**src/rtl/tdm_demux.sv**
```systemverilog
// Purpose: 1-to-4 TDM demultiplexer; rebuilds four frame-coherent lanes from a SYNC-framed serial stream.
// Latency: lanes and FRAME_DONE update on the edge that accepts the slot-3 sample (visible the next cycle).
// Backpressure: none; IN_VALID qualifies samples, idle gaps of any length are tolerated.
module tdm_demux #(
    parameter int WIDTH = 1
) (
    input  logic             i_clk,
    input  logic             i_rst_n,
    input  logic [WIDTH-1:0] i_in,
    input  logic             i_in_valid,
    input  logic             i_sync,
    output logic [WIDTH-1:0] o_a,
    output logic [WIDTH-1:0] o_b,
    output logic [WIDTH-1:0] o_c,
    output logic [WIDTH-1:0] o_d,
    output logic             o_s1,
    output logic             o_s0,
    output logic             o_frame_done,
    output logic             o_locked,
    output logic             o_sync_err
);

    typedef enum logic {
        HUNT = 1'b0,
        LOCK = 1'b1
    } state_t;

    state_t           r_state;
    state_t           w_state_nxt;
    logic [1:0]       r_cnt;
    logic [1:0]       w_cnt_nxt;
    logic [WIDTH-1:0] r_sh0;
    logic [WIDTH-1:0] r_sh1;
    logic [WIDTH-1:0] r_sh2;
    logic [WIDTH-1:0] r_a;
    logic [WIDTH-1:0] r_b;
    logic [WIDTH-1:0] r_c;
    logic [WIDTH-1:0] r_d;
    logic             r_frame_done;
    logic             r_sync_err;
    logic             w_sh_we;
    logic [1:0]       w_sh_idx;
    logic             w_load;
    logic             w_err;

    // Next-state: framing decisions made only on sample cycles; a SYNC always restarts at slot 0.
    always_comb begin
        w_state_nxt = r_state;
        w_cnt_nxt   = r_cnt;
        w_sh_we     = 1'b0;
        w_sh_idx    = 2'd0;
        w_load      = 1'b0;
        w_err       = 1'b0;
        if (i_in_valid) begin
            case (r_state)
                HUNT: begin
                    if (i_sync) begin
                        w_sh_we     = 1'b1;
                        w_cnt_nxt   = 2'd1;
                        w_state_nxt = LOCK;
                    end
                end
                LOCK: begin
                    if (r_cnt == 2'd0) begin
                        if (i_sync) begin
                            w_sh_we   = 1'b1;
                            w_cnt_nxt = 2'd1;
                        end else begin
                            // Missing SYNC where slot A was expected: framing lost.
                            w_err       = 1'b1;
                            w_cnt_nxt   = 2'd0;
                            w_state_nxt = HUNT;
                        end
                    end else if (i_sync) begin
                        // Early SYNC: drop the partial frame, treat this sample as slot A.
                        w_err     = 1'b1;
                        w_sh_we   = 1'b1;
                        w_cnt_nxt = 2'd1;
                    end else if (r_cnt == 2'd3) begin
                        w_load    = 1'b1;
                        w_cnt_nxt = 2'd0;
                    end else begin
                        w_sh_we   = 1'b1;
                        w_sh_idx  = r_cnt;
                        w_cnt_nxt = r_cnt + 2'd1;
                    end
                end
                default: w_state_nxt = HUNT;
            endcase
        end
    end

    // State register, slot counter and single-cycle status pulses.
    always_ff @(posedge i_clk or negedge i_rst_n) begin
        if (!i_rst_n) begin
            r_state      <= HUNT;
            r_cnt        <= 2'd0;
            r_frame_done <= 1'b0;
            r_sync_err   <= 1'b0;
        end else begin
            r_state      <= w_state_nxt;
            r_cnt        <= w_cnt_nxt;
            r_frame_done <= w_load;
            r_sync_err   <= w_err;
        end
    end

    // Shadow capture of slots 0..2; slot 3 bypasses the shadow straight into lane D.
    always_ff @(posedge i_clk or negedge i_rst_n) begin
        if (!i_rst_n) begin
            r_sh0 <= '0;
            r_sh1 <= '0;
            r_sh2 <= '0;
        end else if (w_sh_we) begin
            case (w_sh_idx)
                2'd0:    r_sh0 <= i_in;
                2'd1:    r_sh1 <= i_in;
                2'd2:    r_sh2 <= i_in;
                default: r_sh0 <= r_sh0;
            endcase
        end
    end

    // Lanes load together, only when a complete frame has arrived.
    always_ff @(posedge i_clk or negedge i_rst_n) begin
        if (!i_rst_n) begin
            r_a <= '0;
            r_b <= '0;
            r_c <= '0;
            r_d <= '0;
        end else if (w_load) begin
            r_a <= r_sh0;
            r_b <= r_sh1;
            r_c <= r_sh2;
            r_d <= i_in;
        end
    end

    assign o_a          = r_a;
    assign o_b          = r_b;
    assign o_c          = r_c;
    assign o_d          = r_d;
    assign o_s1         = r_cnt[1];
    assign o_s0         = r_cnt[0];
    assign o_frame_done = r_frame_done;
    assign o_sync_err   = r_sync_err;
    assign o_locked     = (r_state == LOCK);

endmodule

```
**config.mk**
```make
export PLATFORM = sky130hd
export DESIGN_NAME = tdm_demux
export DESIGN_NICKNAME = d
export VERILOG_FILES = /design/src/rtl/tdm_demux.sv
export SDC_FILE = /design/constraint.sdc
export NUM_CORES = 1
export LEC_CHECK = 0
export CORE_AREA = 2 2 39 41
export CTS_BUF_LIST = sky130_fd_sc_hd__clkbuf_4
export CTS_CLUSTER_DIAMETER = 80
export DETAILED_ROUTE_END_ITERATION = 10
export DIE_AREA = 0 0 41 43
export GPL_ROUTABILITY_DRIVEN = 1
export PLACE_DENSITY = 0.74
export SYNTH_ARGS = -nofsm -noshare
export SYNTH_HDL_FRONTEND = slang
export SYNTH_SLANG_ARGS = --single-unit
export TNS_END_PERCENT = 10
```
**constraint.sdc**
```tcl
create_clock -name i_clk -period 1.7 [get_ports i_clk]
set_input_delay 0.17 -clock i_clk [delete_from_list [all_inputs] [get_ports i_clk]]
set_output_delay 0.17 -clock i_clk [all_outputs]
set_load 0.02 [all_outputs]
```
==> metrics <==
Worst setup EP type=flip-flop; number of cells on the worst reg-to-reg path=5; Avg WL per Cell=11.8 µm; clock slew at the register clock pins of the worst setup and hold paths=~0.07 ns; Slew @ Worst Pin=between 0.5 and 0.6 ns; Mapped Nets=between 50 and 60; area fraction of the dominant cell type after synthesis=0.533; TritonCTS Buffers=3; worst hold-check path type=input port to asynchronous set/reset pin; cell at the slowest stage of the critical path=sky130_fd_sc_hd__dfrtp_2; effective utilization at floorplan=0.407; power density of the placed cells=1500 mW/mm²; cell with the most instances after synthesis=sky130_fd_sc_hd__dfrtp_1; number of distinct library cell variants in the gate-level netlist after synthesis=16; maximum achievable frequency=approximately 0.63 GHz; CP Cell Sequence=inv_1 > ha_1 > and4bb_1 > and4bb_1 > mux2_4; Clock Latency Late Sink=~0.27 ns; Design Power=1.18 mW; number of gates given a new drive strength after cts=0; Post-synth top flop=sky130_fd_sc_hd__dfrtp_1; number of clock sinks seen by CTS=12; Synth Instances=between 40 and 50; level count of the clock H-tree=1; cell accounting for the most synthesized area=sky130_fd_sc_hd__dfrtp_1; final core utilization=0.569; sum of overflow across all layers after global routing=0; number of vias per cell after detailed routing=roughly 5; Vert. Die Dim=around 43 µm; final-report setup violation count=0; number of global-route vias before repair=between 300 and 400; Via Count=408; global-route wire length before repair=between 1500 and 2000 µm; power share of the clock group=0.149; width of the die=just over 40 µm; setup bufs post-CTS=0; critical path required time=~1.9 ns; Area contributors post-synth=sky130_fd_sc_hd__dfrtp_1 53%, sky130_fd_sc_hd__mux2_2 12%, sky130_fd_sc_hd__ha_1 11%; final design instance area without fill=~800 µm²; top-level port count=14; Buffers & Inverters on Critical Path=1; TritonRoute pass-1 iters=4; Top Family by Delay on Critical Path=simple AND/OR/NAND/NOR gates; number of buffers on the longest clock path=2; period utilization=0.941; Warnings, synthesis=0; delay of the slowest critical-path stage=~0.38 ns; number of hold-slack violations in the final timing report=0; number of design rule violations left after detail routing=0; Max Transition Viols Final=0; share of the yosys chip area belonging to registers=0.533; die area=0.00176 mm²; logic gate share of total power=0.474; antenna diode count=0; status=completed; detailed-route wire length=about 990 µm; Worst EP arrival=~1.8 ns; Final Critical Period=1.60 ns; Lkg Pwr=roughly 0.39 nW; number of DRC markers after the initial detailed-route iteration=4; count of state elements after synthesis=12; half-perimeter wire length of the detailed placement result=roughly 740 µm; pin count of the biggest net entering global routing=13; unrepaired setup endpoints after global routing=false; area of placed instances=746 µm²; core outline area=0.00138 mm²; number of cell rows=14; top cell types by occurrence after synthesis=12 x sky130_fd_sc_hd__dfrtp_1, 6 x sky130_fd_sc_hd__mux2_2, 5 x sky130_fd_sc_hd__ha_1, 5 x sky130_fd_sc_hd__inv_1, 4 x sky130_fd_sc_hd__nand2_1; Max-Slew Margin vs Limit=0.645; Setup Total Neg Slack=0 ns; # port buffers=13; largest driver fanout on the critical path=4; number of flops mapped to enable cells by yosys=0; post-detailed-route count of antenna-violating nets=0; total number of nets in the final design=slightly below 80; type of origin of the critical path=flip-flop; cell mode on critical path=sky130_fd_sc_hd__and4bb_1; worst voltage drop across the vdd grid=~0.74 mV; number of maximum-capacitance violations=0; Filler Cell Count=135; switching fraction of total power=0.342; Internal Pwr Total=776 µW; cell chosen for the clock root=sky130_fd_sc_hd__clkbuf_4; Syn Std Cell Area=563 µm²; Mapped Avg Cell Area=~13 µm²; critical path depth=5; asr flop ratio synth=1.00; share of cells above drive strength 1=0.279; relative area change from synthesis to final layout=39.8%; combined global-route utilization of all metal layers=0.154; last weighted congestion value of the routability-driven placer=between 0.7 and 0.8; Clock Skew=around 0.0011 ns; cts hold-fix bufs=0; critical path type=flip-flop to flip-flop; CTS tree=done; switching power of the nets=403 µW; part of the total power dissipated in sequential elements=0.377; initial antenna violation count=0
==> sequential cells by signal, summed over array words and instances (netlist names) <==
name          count
o_c               1
o_frame_done      1
r_sh0             1
o_b               1
r_sh2             1
r_cnt             2
o_a               1
r_sh1             1
o_locked          1
o_sync_err        1
o_d               1
==> routing by layer <==
layer  GRT usage  vias to the layer above  wire length [µm]
li1            -                      204                 -
met1       0.177                      191               412
met2       0.209                       13               522
met3      0.0733                        0                55
met4       0.120                        0                 0
met5           0                        -                 0
==> placed cells by master, fill, tap and decap left out, types with 2 or more instances in the layout <==
| cell type | count |
|---|---|
| sky130_fd_sc_hd__clkdlybuf4s50_1 | 13 |
| sky130_fd_sc_hd__mux2_2 | 6 |
| sky130_fd_sc_hd__inv_1 | 5 |
| sky130_fd_sc_hd__ha_1 | 5 |
| sky130_fd_sc_hd__clkbuf_4 | 3 |
| sky130_fd_sc_hd__and4bb_1 | 2 |
| sky130_fd_sc_hd__buf_4 | 6 |
| sky130_fd_sc_hd__nor2_1 | 2 |
| sky130_fd_sc_hd__dfrtp_1 | 10 |
| sky130_fd_sc_hd__nand2_1 | 4 |
| sky130_fd_sc_hd__dfrtp_2 | 2 |
==> path summary, 6_finish.rpt <==
path                            end      from  slack, ns
min in group i_clk              o_a       o_a       0.50
hold reg to reg                 o_a       o_a       0.50
setup / recovery              r_sh2  r_cnt[1]       0.10
hold / removal                  o_b   i_rst_n       0.25
max in group asynchronous  r_cnt[1]   i_rst_n       1.07
setup reg to reg              r_sh2  r_cnt[1]       0.10
==> worst reg2reg max path, cell delays in order, from the launching register on <==
cell	delay, ns
sky130_fd_sc_hd__dfrtp_2	0.38
sky130_fd_sc_hd__inv_1	0.08
sky130_fd_sc_hd__ha_1	0.21
sky130_fd_sc_hd__and4bb_1	0.30
sky130_fd_sc_hd__and4bb_1	0.23
sky130_fd_sc_hd__mux2_4	0.30
==> power by group through the flow <==
| stage | registers [mW] | logic [mW] | clock network (mW) |
|---|---|---|---|
| CTS | 0.447 | 0.534 | 0.192 |
| floorplan | 0.537 | 0.211 | 0 |
| global route | 0.461 | 0.620 | 0.213 |
| finish | 0.445 | 0.559 | 0.176 |
| global placement | 0.450 | 0.520 | 0 |
| detailed placement | 0.452 | 0.531 | 0 |
==> final cells by class <==
| cell class | count | area, µm² | area share |
|---|---|---|---|
| clock buffers | 3 | 22.5 | 0.0286 |
| clock inverters | 1 | 3.75 | 0.00477 |
| inverters | 5 | 18.8 | 0.0238 |
| multi-input cells | 28 | 244 | 0.310 |
| flip-flops and latches | 12 | 303 | 0.385 |
| well taps | 16 | 20.0 | 0.0254 |
| repair buffers | 19 | 175 | 0.223 |
==> logic make-up (layout without fill, tap and decap cells) <==
logic type | count (synthesis) | in the layout | synth area share
flip-flops | 12 | 12 | 0.533
AND/OR/NAND/NOR | 11 | 11 | 0.118
multiplexers | 7 | 7 | 0.147
adder cells (fa/ha/maj) | 5 | 5 | 0.111
AO/OA/AOI/OAI | 5 | 5 | 0.0578
buffers and inverters | 5 | 28 | 0.0333
==> per-stage QoR <==
step           cells  setup WS, ns  hold slack [ns]
3_3_place_gp      78         0.118            0.487
2_1_floorplan     45       0.00791           -0.126
6_report          84         0.100            0.248
4_1_cts           82        0.0649            0.256
5_1_grt           84        0.0176            0.260
3_5_place_dp      78        0.0793            0.492
Note: power is estimated with default switching activity, not from simulation.
